## config.mk

```make
export PLATFORM = sky130hd
export DESIGN_NAME = mac_accumulator
export DESIGN_NICKNAME = d
export VERILOG_FILES = /design/src/rtl/mac_accumulator.sv
export SDC_FILE = /design/constraint.sdc
export NUM_CORES = 1
export LEC_CHECK = 0
export CORE_MARGIN = 4
export CORE_UTILIZATION = 45
export DETAILED_ROUTE_END_ITERATION = 7
export PLACE_DENSITY = 0.66
export SKIP_CTS_REPAIR_TIMING = 1
export SLEW_MARGIN = 20
export SYNTH_ARGS = -nofsm -noshare
export SYNTH_HDL_FRONTEND = slang
export SYNTH_SLANG_ARGS = --single-unit
```

## constraint.sdc

```tcl
create_clock -name clk -period 5 [get_ports clk]
set_input_delay 1 -clock clk [delete_from_list [all_inputs] [get_ports clk]]
set_output_delay 1 -clock clk [all_outputs]
set_load 0.005 [all_outputs]
```

## src/rtl/mac_accumulator.sv

```systemverilog
// Windowed accumulator for partial products, with round/shift/clamp
// requantization and a ready/valid result register.
module mac_accumulator #(
  parameter int IN_W   = 14,
  parameter int BIAS_W = 16,
  parameter int ACC_W  = 24,
  parameter int OUT_W  = 8,
  parameter int SHIFT  = 6,
  parameter int RELU   = 1
) (
  input  logic              clk,
  input  logic              reset,
  input  logic              in_valid,
  output logic              in_ready,
  input  logic [IN_W-1:0]   in_data,
  input  logic              in_first,
  input  logic              in_last,
  input  logic [BIAS_W-1:0] bias,
  input  logic              flush,
  output logic              out_valid,
  input  logic              out_ready,
  output logic [OUT_W-1:0]  out_data,
  output logic [7:0]        out_count,
  output logic              out_sat
);

  localparam int RW = ACC_W + 1;

  localparam logic signed [RW-1:0] ZERO = '0;
  localparam logic signed [RW-1:0] RND  = RW'(1) << (SHIFT - 1);
  localparam logic signed [RW-1:0] UMAX = RW'((1 << OUT_W) - 1);
  localparam logic signed [RW-1:0] SMAX = RW'((1 << (OUT_W - 1)) - 1);
  localparam logic signed [RW-1:0] SMIN = ~SMAX;

  typedef enum logic {IDLE, ACC} state_e;

  state_e             state_q, state_d;
  logic [ACC_W-1:0]   acc_q, acc_d, acc_nx;
  logic [7:0]         cnt_q, cnt_d, cnt_nx;
  logic               vld_q, vld_d;
  logic [OUT_W-1:0]   dat_q, dat_d;
  logic [7:0]         ocnt_q, ocnt_d;
  logic               sat_q, sat_d;

  logic               fire;
  logic               take;
  logic [ACC_W-1:0]   din_x;
  logic [ACC_W-1:0]   bias_x;
  logic signed [RW-1:0] rsum;
  logic signed [RW-1:0] rq;
  logic [OUT_W-1:0]   qdat;
  logic               qsat;

  assign in_ready = !vld_q || out_ready;
  assign fire     = in_valid && in_ready;

  assign din_x  = {{(ACC_W-IN_W){in_data[IN_W-1]}}, in_data};
  assign bias_x = {{(ACC_W-BIAS_W){bias[BIAS_W-1]}}, bias};

  // A non-first beat only counts while a window is open.
  always_comb begin
    take   = 1'b0;
    acc_nx = acc_q;
    cnt_nx = cnt_q;
    if (in_first) begin
      take   = 1'b1;
      acc_nx = bias_x + din_x;
      cnt_nx = 8'd1;
    end else if (state_q == ACC) begin
      take   = 1'b1;
      acc_nx = acc_q + din_x;
      cnt_nx = (cnt_q == 8'hFF) ? cnt_q : cnt_q + 8'd1;
    end
  end

  // One extra bit keeps the rounding add from wrapping.
  assign rsum = {acc_nx[ACC_W-1], acc_nx} + RND;
  assign rq   = rsum >>> SHIFT;

  always_comb begin
    qsat = 1'b0;
    qdat = rq[OUT_W-1:0];
    if (RELU != 0) begin
      if (rq < ZERO) begin
        qdat = '0;
      end else if (rq > UMAX) begin
        qdat = '1;
        qsat = 1'b1;
      end
    end else begin
      if (rq < SMIN) begin
        qdat = {1'b1, {(OUT_W-1){1'b0}}};
      end else if (rq > SMAX) begin
        qdat = {1'b0, {(OUT_W-1){1'b1}}};
        qsat = 1'b1;
      end
    end
  end

  always_comb begin
    state_d = state_q;
    acc_d   = acc_q;
    cnt_d   = cnt_q;
    vld_d   = vld_q && !out_ready;
    dat_d   = dat_q;
    ocnt_d  = ocnt_q;
    sat_d   = sat_q;
    if (flush) begin
      state_d = IDLE;
      acc_d   = '0;
      cnt_d   = '0;
    end else if (fire && take) begin
      acc_d = acc_nx;
      cnt_d = cnt_nx;
      if (in_last) begin
        state_d = IDLE;
        vld_d   = 1'b1;
        dat_d   = qdat;
        ocnt_d  = cnt_nx;
        sat_d   = qsat;
      end else begin
        state_d = ACC;
      end
    end
  end

  always_ff @(posedge clk or posedge reset) begin
    if (reset) begin
      state_q <= IDLE;
      acc_q   <= '0;
      cnt_q   <= '0;
      vld_q   <= 1'b0;
      dat_q   <= '0;
      ocnt_q  <= '0;
      sat_q   <= 1'b0;
    end else begin
      state_q <= state_d;
      acc_q   <= acc_d;
      cnt_q   <= cnt_d;
      vld_q   <= vld_d;
      dat_q   <= dat_d;
      ocnt_q  <= ocnt_d;
      sat_q   <= sat_d;
    end
  end

  assign out_valid = vld_q;
  assign out_data  = dat_q;
  assign out_count = ocnt_q;
  assign out_sat   = sat_q;

endmodule

```

==> impl.org, run 1 <==
** Setup path
- The critical path starts at in_data[0].
- Along the worst path, the maximum fanout reaches 8.
- The worst setup path is captured at a flop.
- In this run the register-to-register setup slack is 1000 ps.
- Data arrival time at the worst-slack endpoint :: 5020 ps
- STA classifies the critical path startpoint as a primary input.
- The worst register-to-register path has a depth of 13.
- Worst reg2reg path startpoint :: acc_q[9]$_DFFE_PP0P_
- Critical path class :: in2reg
- Data required time at the worst endpoint :: 5170 ps
- Endpoint of the lowest-slack register-to-register path :: out_data[7]$_DFFE_PP0P_

** Global routing
- Pin count of the biggest net entering global routing :: 52
- The first global-routing pass estimated 27900 um of wire.
- Number of antenna violations at the first check in global routing :: 0
- Global-route total usage across every layer :: 25.6%
- Number of global-route vias before repair :: 5649
- After global routing the overflow that remains totals 0.

** Synth
- During synthesis, Yosys emitted a total of 0 warnings.
- Average instance area after synthesis :: 7.62 um^2
- Post-Syn Area :: 5350 um^2
- Number of different library cells in the post-synthesis netlist :: 76
- Of all flip-flops after synthesis, the portion carrying an async set or reset was 100%.
- Top cell type's share of synthesized area :: 23.9%
- Among all cell types in the netlist, the one instantiated most often is nand2_1.
- Sequential share of the synthesized area :: 23.9%
- After synthesis the netlist holds a flip-flop and latch count of 51.
- Largest cells by area after synthesis :: dfrtp_1 24%, ha_1 9.6%, nand2_1 6.9%, a21oi_1 6.6%, nor2_1 4.1%
- dfrtp_1 takes more of the synthesized area than any other cell.
- Synthesis produced a netlist with a net count of 782.
- After technology mapping, the gate count stands at 702.
- Counting flops with a built-in enable in the synthesized netlist gives 0.
- Cell types with the highest counts after synthesis :: 98 x nand2_1, 71 x a21oi_1, 59 x nor2_1, 51 x dfrtp_1, 41 x ha_1
- Among all flip-flop cells after synthesis, the most frequent one is dfrtp_1.

** Route
- After detailed routing, the number of remaining DRC violations is 0.
- WL/cell :: 18.2 um
- Across all layers, the routed design uses 5787 vias.
- Per-cell via count in the routed design :: 6.14
- Routed WL :: 17200 um
- Residual antenna-violating net count after detailed routing :: 0
- Length of the first detailed-routing pass in iterations :: 5
- For this block, the initial DRC count from the detailed router was 391.

** Floorplanning
- I/O pin cnt :: 56
- The initial utilization of the core area, before any placement, comes to 46.4%.
- The die is 117 um wide.
- Row generation in the floorplan step produced 39 rows.
- In this run the vertical extent of the chip is 117 um.
- Overall die area :: 13700 um^2
- In this run the standard cell core region covers 11500 um^2.

** CTS
- CTS tree :: yes
- Clock network latency to the later pin of the worst-skew pair :: 290 ps
- Number of clock sinks :: 51
- Cell at the root of the clock tree :: clkbuf_16
- Clock-pin slew was measured on the worst setup and hold paths at 70 ps.
- Number of buffers on the longest clock path :: 2
- Total CTS buffers :: 5
- Deepest level of the CTS H-tree :: 2

** Worst hold path
- Along the worst hold path, the cell count comes to 2.
- The worst hold path terminates at out_count[4]$_DFFE_PP0P_.
- The worst hold path begins at out_count[4]$_DFFE_PP0P_.
- In this run the worst hold path is classified as reg2reg.

** Cells and area
- Cells with a size suffix above 1 make up 13.9% of the layout.
- At the end of the flow, the number of nets in the layout was 878.
- # diodes :: 0
- With fillers left out, the area of the finished cells amounts to 6700 um^2.
- Compared with the post-synthesis result, the final layout area differs by 25.2%.
- Excluding fillers, the count of instances in the completed layout stands at 942.
- Fill count :: 1073

** STA
- At the pin with the least slew margin, the transition time is 949 ps.
- Setup violations remaining at the end of the flow were counted as 0.
- Number of endpoints with negative hold slack in the final report :: 0
- After layout, the worst path uses 97.1% of the clock period.
- The smallest clock period supported by the final layout is computed as 4850 ps.
- The max-slew violation count is 0.
- Headroom to the max-slew limit :: 36.7%
- Between clock sinks in the finished design, the worst skew comes to 3.78 ps.
- Max frequency :: 206 MHz

** Placed design
- RePlAce Congestion :: 0.929
- After detailed placement, the total cell area comes to 6450 um^2.
- Counting tap cells, the placed design contains a total of 933 instances.
- Count of input and output buffers :: 55
- Post-DP HPWL :: 13100 um

** Status
- Run status :: complete, no violations

** Pwr
- Maximum ir drop on the vdd rail :: 0.000193 V
- Static leakage power :: 2.90 nW
- In this run the power density over the cells is 243 nW/um^2.

** Job
- Max-cap violations :: 0
==> worst max path at each step <==
stage                                   end  slack [ps]  cells past startpoint
finish              out_data[0]$_DFFE_PP0P_         150                     17
global route        out_data[7]$_DFFE_PP0P_         -40                     17
CTS                 out_data[0]$_DFFE_PP0P_          80                     16
detailed placement  out_data[0]$_DFFE_PP0P_        -210                     16
global placement    out_data[7]$_DFFE_PP0P_         -60                     15
floorplan           out_data[7]$_DFFE_PP0P_         330                     14
==> where the power goes <==
part           internal, W  leakage [nW]  total (W)  switching (W)
clock network     0.000238        0.0804   0.000403       0.000165
logic             0.000340          2.14   0.000738       0.000399
registers         0.000453         0.683   0.000485      0.0000321
total              0.00103          2.90    0.00163       0.000595
==> sequential cells by signal, indices dropped and copies added (netlist names) <==
signal / count
out_data: 8
state_q: 1
cnt_q: 8
out_sat: 1
acc_q: 24
out_count: 8
out_valid: 1
==> final cells by class <==
cell class                 count  area, um^2  area share [%]
tap                          143         179            2.67
timing repair buffer         124        1070            16.0
sequential                    51        1280            19.1
multi-input combinational    600        3940            58.8
clock inverter                 3        46.3           0.691
clock buffer                   5         125            1.87
inverter                      16        60.1           0.897
==> through the flow <==
stage / setup WS [ps] / setup TNS (ps) / util [%] / hold WS [ps] / power (W)
after floorplan: 325 / 0 / - / 473 / 0.000920
after global placement: -62.0 / -518 / 56.1 / 467 / 0.00119
after detailed placement: -210 / -1730 / 56.1 / 473 / 0.00121
after CTS: 82.5 / 0 / 57.5 / 490 / 0.00162
after global routing: -36.0 / -144 / 58.1 / 526 / 0.00173
final: 147 / 0 / 58.1 / 481 / 0.00163
==> routing by layer <==
| layer | share of wire [%] | wire [um] | global-route usage (%) | vias up |
|---|---|---|---|---|
| li1 | - | - | - | 2820 |
| met1 | 43 | 7440 | 33.7 | 2759 |
| met2 | 49 | 8430 | 43.2 | 177 |
| met3 | 5.2 | 890 | 4.42 | 31 |
| met4 | 2.3 | 393 | 7.80 | 0 |
| met5 | 0 | 0 | 0 | - |
==> worst max-delay path: stages <==
cell	delay (ps)
clkdlybuf4s50_1	490
ha_1	180
inv_1	60
fa_1	370
nand2b_1	180
a21oi_2	200
o31ai_2	100
mux2_1	350
a22o_1	230
or4_4	540
or2_4	280
nor3_4	240
buf_4	150
a31oi_1	110
buf_4	200
nor4b_4	250
a22oi_1	100
==> cell usage in the layout, fill, tap and decap left out, types with 5 or more instances in the layout <==
master	instances
or3_1	9
or2_2	6
nand2_1	98
o22ai_1	5
and3_1	12
mux2i_1	7
o211ai_1	12
ha_1	41
a22oi_1	12
a21oi_1	71
and2_1	7
buf_4	68
nand3_1	15
clkbuf_16	5
nand4_1	8
a211oi_1	12
o21ai_0	31
nor3_1	27
o31ai_1	8
a21boi_0	5
dfrtp_1	51
xnor2_1	14
a21o_1	10
xor2_1	11
o21a_1	16
clkdlybuf4s50_1	55
a31oi_1	7
nand2b_1	11
inv_1	14
nor2_1	59
==> logic make-up after synthesis <==
group | count (synthesis) | share of synthesized area, %
and+or+nand+nor | 279 | 25.2
AOI/OAI and AO/OA | 241 | 30.5
DFF | 51 | 23.9
muxes | 12 | 2.36
xor gates and xnor gates | 25 | 4.09
buffers and inverters | 51 | 3.63
adders and majority gates | 43 | 10.3
(Power assumes the default switching activity.)
==> run 2, diff against run 1 <==
- MAX_ROUTING_LAYER: unset -> met4
==> run 2 against run 1 <==
Net effect:
- non-clock buffer count increased by 2
- sequential power about the same
- register-to-register slack got worse by 20 ps
- design area decreased by 0.19%
- clock skew increased by 8.2 ps
- via count about the same
- largest cell class unchanged
- final cell count increased by 0.11%
- die area unchanged
- core utilization decreased by 0.11 points
==> impl.org, run 2 (same netlist as run 1, synthesis figures left out) <==
** Cells and area
- Leaving out fill and tap cells, the most frequent cell in the layout is nand2_1.
- Commonest non-fill, non-tap cells in the layout :: 98 x nand2_1, 71 x a21oi_1, 70 x buf_4
- The layout net count is 880 (+0.23%).
- The number of flip-flops under the largest register name was 24 (unchanged).
- Ranked by flip-flop count, first place goes to acc_q.
- The fraction of layout instances using a drive strength above 1 was 14.1% (+0.23 points).
- The number of diodes is 0 (unchanged).
- Area Overhead vs Synth :: 24.9%
- The layout filler cell count is 1101 (+2.6%).
- Number of non-filler instances in the completed layout :: 943 (+0.11%)

** Pwr
- The worst vdd rail ir drop came to 0.000190 V (-1.6%).
- Ratio of total power to cell area :: 233 nW/um^2 (-4.1%)
- Static leakage power :: 2.90 nW (-0.24%)

** Setup path
- Crit path max-delay cell type :: clkdlybuf4s50_1
- The data arrival at the endpoint of the critical path came to 5020 ps (about the same).
- Among cell families on the critical path, the largest total delay comes from compound AO/OA/AOI/OAI gates.
- Max stage delay on crit path :: 490 ps (-50 ps)
- Data required time at the worst endpoint :: 5170 ps (about the same)
- Critical path launch point type :: primary input
- Critical path capture point type :: flop
- The maximum fanout count along the critical path came to 4 (-4).
- Cell seen most often among critical-path stages :: buf_4
- The critical path goes through clkdlybuf4s50_1 > ha_1 > inv_1 > fa_1 > nand2b_1 > a21oi_2 > buf_4 > o211ai_1 > mux2i_1 > a211o_1 > or4_4 > or2_4 > o31ai_4 > nand3_2 > a2111oi_4 > buf_4 > a22oi_1.
- The worst setup path is of the in2reg kind.
- Worst path bufs/invs :: 4 (unchanged)

** CTS
- Total CTS buffers :: 5 (unchanged)
- The number of buffers between clock root and the deepest sink was 2 (unchanged).
- The source-to-sink clock delay at the later pin of the worst-skew pair was 300 ps (about the same).
- Cell at the root of the clock tree :: clkbuf_16
- CTS tree :: yes
- The maximum level of the CTS H-tree is 2 (unchanged).
- Number of clock sinks :: 51 (unchanged)
- The clock slew at the register clock pins of the worst setup and hold paths was 70 ps (about the same).

** Floorplanning
- Rows :: 39 (unchanged)
- Die H :: 117 um (unchanged)
- Die boundary width :: 117 um (unchanged)
- The number of top-level design ports was 56 (unchanged).
- The initial core utilization came to 46.4% (unchanged).
- The area enclosed by the die boundary came to 13700 um^2 (unchanged).
- Core area :: 11500 um^2 (unchanged)

** Placed design
- The detailed placer's ending HPWL came to 13000 um (-1.2%).
- The number of cells after detailed placement was 935 (+0.21%).
- Count of input and output buffers :: 55 (unchanged)
- The final weighted congestion of routability-driven global placement came to 0.951 (+2.3%).

** STA
- The setup skew after layout was 12.0 ps (+8.19 ps).
- Max-slew violation count :: 0 (unchanged)
- The transition at the pin with the smallest max-transition slack came to 881 ps (-67.9 ps).
- The post-layout minimum cycle time was 4860 ps (+2.39 ps).
- Post-route fraction of the period consumed by the critical path :: 97.1% (about the same)
- The worst hold slack after final layout was 480 ps (-1.10 ps).
- The final number of hold-violating endpoints came to 0 (unchanged).
- Max frequency :: 206 MHz (about the same)
- Headroom to the max-slew limit :: 41.1% (+4.4 points)
- The number of setup violations in the final report was 0 (unchanged).

** Status
- Run status :: complete, no violations

** Route
- First DRT Iteration DRCs :: 485 (+24%)
- Residual antenna-violating net count after detailed routing :: 0 (unchanged)
- Routed WL :: 17100 um (-0.41%)
- The detailed-routing iteration count for the pre-antenna-repair pass is 5 (unchanged).
- The vias per cell came to 6.14 (about the same).
- WL/cell :: 18.1 um (-0.52%)
- The number of vias after detailed routing is 5789 (+0.035%).
- DRC errors left :: 0 (unchanged)

** Global routing
- Wire length of the first global-routing pass :: 27900 um (about the same)
- Total global routing overflow :: 0 (unchanged)
- The maximum number of pins on one net before global-route repair is 52 (unchanged).
- Number of antenna violations at the first check in global routing :: 0 (unchanged)
- Number of global-route vias before repair :: 5740 (+1.6%)
- Global-route total usage across every layer :: 26.3% (+0.68 points)

** Worst hold path
- The path class of the tightest hold or removal check is reg2reg.

** Job
- Max-cap violations :: 0 (unchanged)
run 2: layout make-up:
class | instances | area, um^2 | share of cell area, %
clock buffer | 5 | 125 | 1.87
timing repair buffer | 126 | 1090 | 16.3
multi-input combinational | 600 | 3940 | 59.0
clock inverter | 2 | 13.8 | 0.206
tap | 143 | 179 | 2.68
sequential | 51 | 1280 | 19.1
inverter | 16 | 60.1 | 0.899
run 2: worst min-delay path, stage by stage, from the launching register on:
cell     delay (ps)
dfrtp_1         340
nand2_1          50
o31ai_1          60
run 2: power breakdown:
part | switching (W) | internal [W] | leakage, nW
clock | 0.000156 | 0.000183 | 0.0696
combinational | 0.000396 | 0.000338 | 2.14
sequential | 0.0000315 | 0.000453 | 0.683
run 2: routing by layer:
layer | vias to the layer above | track usage [%] | share of wire, % | routed length (um)
li1 | 2823 | - | - | -
met4 | 0 | 7.49 | 2.1 | 361
met2 | 182 | 44.3 | 49 | 8360
met1 | 2757 | 33.6 | 44 | 7520
met5 | - | - | 0 | 0
met3 | 27 | 2.83 | 4.9 | 834
run 2: final timing paths:
path	from	to	slack (ps)	depth (start not counted)
max	in_data[0]	out_data[5]$_DFFE_PP0P_	140	17
min	out_count[2]$_DFFE_PP0P_	out_count[2]$_DFFE_PP0P_	480	2
max reg2reg	acc_q[0]$_DFFE_PP0P_	out_data[5]$_DFFE_PP0P_	980	16
min reg2reg	out_count[2]$_DFFE_PP0P_	out_count[2]$_DFFE_PP0P_	480	2
max in group asynchronous	reset	cnt_q[2]$_DFFE_PP0P_	3320	3
min in group asynchronous	reset	cnt_q[3]$_DFFE_PP0P_	1200	3
run 2: through the flow:
step           power (W)  util [%]  setup TNS, ps  instance area [um^2]  setup WS (ps)
3_3_place_gp     0.00119      56.2           -364                  6470          -45.0
5_1_grt          0.00166      58.0          -59.6                  6680          -18.5
4_1_cts          0.00155      57.4              0                  6610            129
3_5_place_dp     0.00120      56.2          -1340                  6470           -163
2_1_floorplan   0.000920         -              0                  5350            325
6_report         0.00156      58.0              0                  6680            145
==> run 3, diff against run 2 <==
- HOLD_SLACK_MARGIN: unset -> 0.1
==> results of run 3 <==
Final layout, timing and power as in run 2 (identical DEF).
